--- src/rtl/sync_fifo_wrctrl.sv ---
// rtl/sync_fifo_wrctrl.sv - write-side controller of the synchronous FIFO
// Sticky overflow flag is built only when SYNC_FIFO_WR_OVF_EN is defined.
module sync_fifo_wrctrl #(
  parameter int AW       = 7,
  parameter int DW       = 32,
  parameter int AFULL_TH = 120
) (
  input  logic          wclk_i,
  input  logic          rst_n,
  input  logic          wenable,
  input  logic [DW-1:0] wdata_i,
  input  logic [AW-1:0] rpnt_i,
  input  logic          ovf_clr,
  output logic          wenable_o,
  output logic          wclk_o,
  output logic [DW-1:0] wdata_o,
  output logic [AW-1:0] wpnt_o,
  output logic          full_o,
  output logic          afull_o,
  output logic [AW-1:0] wcount_o,
  output logic          ovf_o
);

  localparam logic [AW-1:0] AFULL_LVL = AW'(AFULL_TH);
  localparam logic [AW-1:0] PTR_ONE   = AW'(1);

  logic [AW-1:0] wpnt_q, wpnt_d;
  logic [AW-1:0] wcount;
  logic          full;
  logic          wr_en;

  // One slot stays unused, so equal pointers always mean empty.
  assign wcount = wpnt_q - rpnt_i;
  assign full   = (wcount == {AW{1'b1}});
  assign wr_en  = rst_n & wenable & ~full;

  always_comb begin
    wpnt_d = wpnt_q;
    if (wr_en) begin
      wpnt_d = wpnt_q + PTR_ONE;
    end
  end

  always_ff @(posedge wclk_i or negedge rst_n) begin
    if (!rst_n) begin
      wpnt_q <= '0;
    end else begin
      wpnt_q <= wpnt_d;
    end
  end

`ifdef SYNC_FIFO_WR_OVF_EN
  logic ovf_q, ovf_d;

  // A dropped write on the same edge as a clear keeps the flag set.
  always_comb begin
    ovf_d = ovf_q;
    if (ovf_clr) begin
      ovf_d = 1'b0;
    end
    if (rst_n & wenable & full) begin
      ovf_d = 1'b1;
    end
  end

  always_ff @(posedge wclk_i or negedge rst_n) begin
    if (!rst_n) begin
      ovf_q <= 1'b0;
    end else begin
      ovf_q <= ovf_d;
    end
  end

  assign ovf_o = ovf_q;
`else
  logic unused_ovf_clr;
  assign unused_ovf_clr = ovf_clr;
  assign ovf_o          = 1'b0;
`endif

  assign wenable_o = wr_en;
  assign wclk_o    = wclk_i;
  assign wdata_o   = wdata_i;
  assign wpnt_o    = wpnt_q;
  assign full_o    = full;
  assign afull_o   = (wcount >= AFULL_LVL);
  assign wcount_o  = wcount;

endmodule

--- config.mk ---
export PLATFORM = sky130hd
export DESIGN_NAME = sync_fifo_wrctrl
export DESIGN_NICKNAME = d
export VERILOG_FILES = /design/src/rtl/sync_fifo_wrctrl.sv
export SDC_FILE = /design/constraint.sdc
export NUM_CORES = 1
export LEC_CHECK = 0
export CAP_MARGIN = 15
export CORE_ASPECT_RATIO = 1.2
export CORE_MARGIN = 4
export CORE_UTILIZATION = 61
export CTS_BUF_LIST = sky130_fd_sc_hd__clkbuf_8
export CTS_CLUSTER_SIZE = 25
export DETAILED_ROUTE_END_ITERATION = 12
export DONT_BUFFER_PORTS = 1
export PLACE_DENSITY = 0.77
export SLEW_MARGIN = 20
export SYNTH_ARGS = -nofsm -noshare
export SYNTH_HDL_FRONTEND = slang
export SYNTH_SLANG_ARGS = --single-unit
export TNS_END_PERCENT = 20
--- constraint.sdc ---
create_clock -name wclk_i -period 3.4 [get_ports wclk_i]
set_input_delay 0.34 -clock wclk_i [delete_from_list [all_inputs] [get_ports wclk_i]]
set_output_delay 0.34 -clock wclk_i [all_outputs]
set_load 0.02 [all_outputs]
Word-level counts from Yosys, hierarchy flattened --
Index checks and enable logic that the tools add are counted.
Cells by class: magnitude comparators 1, add/subtract/negate cells 2, bitwise logic cells 3, equality and inequality tests 1
Operator list (number):
- 7-bit by 1-bit adder with 7-bit output, second input constant | 1
- 7-bit equality test, second input constant | 1
- 7-bit greater-or-equal comparator, second input constant | 1
- 7-bit subtractor | 1
- 1-bit AND | 2
- 1-bit NOT | 1
Storage, ports and cells: output and inout port bits 51, flip-flop bits (word level) 7

Logic depth before layout (Yosys ltp) --
depth in word-level cells 4, gate-level depth with buffers 10, gate-level depth less buffers 9

==> results.md <==
- Tot Pwr: 0.00100 W
- Max-Cap Viols: 0
- Total Wirelength: 2.09 mm
- Register bit total from synthesis: 7
- Max reg flops: 7
- Final #Nets: 149
- Kind of critical path: flop to output pin
- Final ANT Viol Nets: 0
- CTS Buffer Depth: 2
- Reg2Reg Depth: 8
- Vias in the first global route: 746
- Kind of capture point of the worst setup path: output pin
- Cell taking the most area after synthesis: buf_4
- Vias per cell: 6.47
- Number of port buffers: 0
- Pleak: 0.382 nW
- Syn Nets: 176
- CTS H-tree depth: 1
- First-pass GRT wire length: 3.33 mm
- Mapped Cells: 125
- Placement row count: 16
- Hold WC Path Type: clock port to output pin
- 1st-iter DRT viols: 5
- Root buffer cell: clkbuf_8
- Predominant post-synthesis flop cell: dfrtp_1
- Post-route cell area: 916 um2
- Postcts setup bufs: 0
- Area delta synth->final: -15.4%
- Clk_lat worst skew: 230 ps
- CP Launch Type: flop
- R2r setup slk: 530 ps
- CTS resizes: 0
- Max Clock Skew: 4.17 ps
- Number of synthesized flops with an enable pin: 0
- DRT Pass-1 Iters: 3
- Critical path startpoint: wpnt_o[0]
- CTS Sinks: 7
- Largest net degree at the start of global routing: 10
- Hpwl dp: 1.74 mm
- Capturing point of the worst reg2reg path: wpnt_o[6]
- Final setup TNS: 0 ps
- Final period util: 92.2%
- Via count: 744
- Sequential fraction of the synthesis area: 16.2%
- Num CTS Buffers: 3
- Grt total ovfl: 0
- Placed Area: 861 um2
- Initial Utilization: 65.1%
- Worst Path Arrival: 2790 ps
- Tmin final: 3130 ps
- Top post-synthesis cells by area: buf_4 (24%), dfrtp_1 (16%), ha_1 (8.1%)
- Full die area: 0.00251 mm2
- Area of the mapped netlist: 0.00108 mm2
- Initial antenna violation count: 0
- Syn. warnings: 0
- Layout cells sized above 1: 16.5%
- # IOs: 94
- CP required: 3060 ps
- Antenna diode count: 0
- Hold Fails Final Rpt: 0
- Pwr Density: 1090 mW/mm2
- Tot GR Track Use: 18.1%
- Peak VDD IR: 570 uV
- Clock transition at path regs: 40 ps
- Avg Inst Size Synth: 8.66 um2
- Max-slew violations: 0
- Final Wtd Congestion: 0.755
- Outcome: finished, final reports clean
- Peak Freq: 319 MHz
- Area share of the largest cell type after synthesis: 23.6%
- RSZ-0062 raised after global routing: no
- Count of cell types in the netlist: 42
- Chip Width: 46.5 um
- Core area: 0.00166 mm2
- Async S/R FF share, synth: 100%
- WL per Instance: 18.2 um
- CP Capture Point: full_o
- Hold depth: 0
- CTS tree: built
- R2r startpoint: wpnt_o[0]
- Crit-path max FO: 9
- Die H: 54.1 um
- Residual DRC count: 0
- Setup violators final: 0
placed cells by master, fill, tap and decap left out, types with 2 or more instances in the layout:
cell,netlist,final
ha_1,7,7
clkbuf_8,0,3
and2_1,4,4
o21a_1,3,3
nand2b_1,2,2
o21ai_0,3,3
a21oi_1,2,2
xnor2_1,3,3
dfrtp_1,7,7
buf_4,34,2
nand4_1,4,4
nor2_1,6,6
or3_1,3,3
xor2_1,2,2
o211ai_1,4,4
nand2_1,5,5
inv_1,9,10
nor2b_1,2,2
metrics by stage:
stage / hold slack, ps / util (%) / setup WS, ps / cells
floorplan: 44.4 / - / 641 / 125
finish: 340 / 55.1 / 266 / 115
detailed placement: 44.7 / 51.8 / 507 / 110
global placement: 44.6 / 51.8 / 518 / 110
global route: 340 / 55.1 / 137 / 115
CTS: 340 / 55.1 / 247 / 115
metal layers:
layer	global-route usage, %	vias up	share of wire [%]
met2	29.4	35	49
met1	19.6	344	37
met4	12.3	0	3.4
met5	0	-	0
li1	-	349	-
met3	5.69	16	10
power by group:
part	switching (W)	internal, W
Clock	0.0000357	0.0000780
Sequential	0.0000998	0.000115
Combinational	0.000430	0.000242
Total	0.000566	0.000435
worst min-delay path by stage:
| stage | startpoint | end | slack, ps |
|---|---|---|---|
| floorplan | rst_n | wpnt_o[0] | 40 |
| global placement | rst_n | wpnt_o[3] | 40 |
| detailed placement | rst_n | wpnt_o[3] | 40 |
| CTS | wclk_i | wclk_o | 340 |
| global route | wclk_i | wclk_o | 340 |
| finish | wclk_i | wclk_o | 340 |
critical path: stages, from the launching register on:
cell and delay (ps):
dfrtp_1 470, inv_1 140, ha_1 170, inv_1 50
fa_1 410, xor2_1 430, and3_1 450, and4_1 440
cells by family after synthesis:
family / count (synthesis) / synth area share (%)
buffers and inverters: 44 / 27.1
other: 1 / 0.346
AO/OA/AOI/OAI: 23 / 20.3
flip-flops: 7 / 16.2
adder cells (fa/ha/maj): 8 / 9.94
AND/OR/NAND/NOR: 35 / 19.5
multiplexers: 1 / 1.04
XOR/XNOR: 6 / 5.55
repair_timing:
action / 4_1_cts / 5_1_grt
hold buffers: 1 / 0
endpoints found under the setup margin: 0 / 0
hold endpoints to repair: 7 / 0
final cells by class:
type | count | area [um2]
Fill cell | 164 | 746
Multi-Input combinational cell | 74 | 614
Sequential cell | 7 | 175
Clock buffer | 3 | 41.3
Inverter | 9 | 33.8
Timing Repair Buffer | 3 | 25.0
Tap cell | 18 | 22.5
Clock inverter | 1 | 3.75
synth_stat cells, types with 2 or more instances:
library cell	number
a21oi_1	2
and2_1	4
buf_4	34
dfrtp_1	7
ha_1	7
inv_1	9
nand2_1	5
nand2b_1	2
nand4_1	4
nor2_1	6
nor2b_1	2
o211ai_1	4
o21a_1	3
o21ai_0	3
or3_1	3
xnor2_1	3
xor2_1	2
Power figures use the tool's default switching activity.
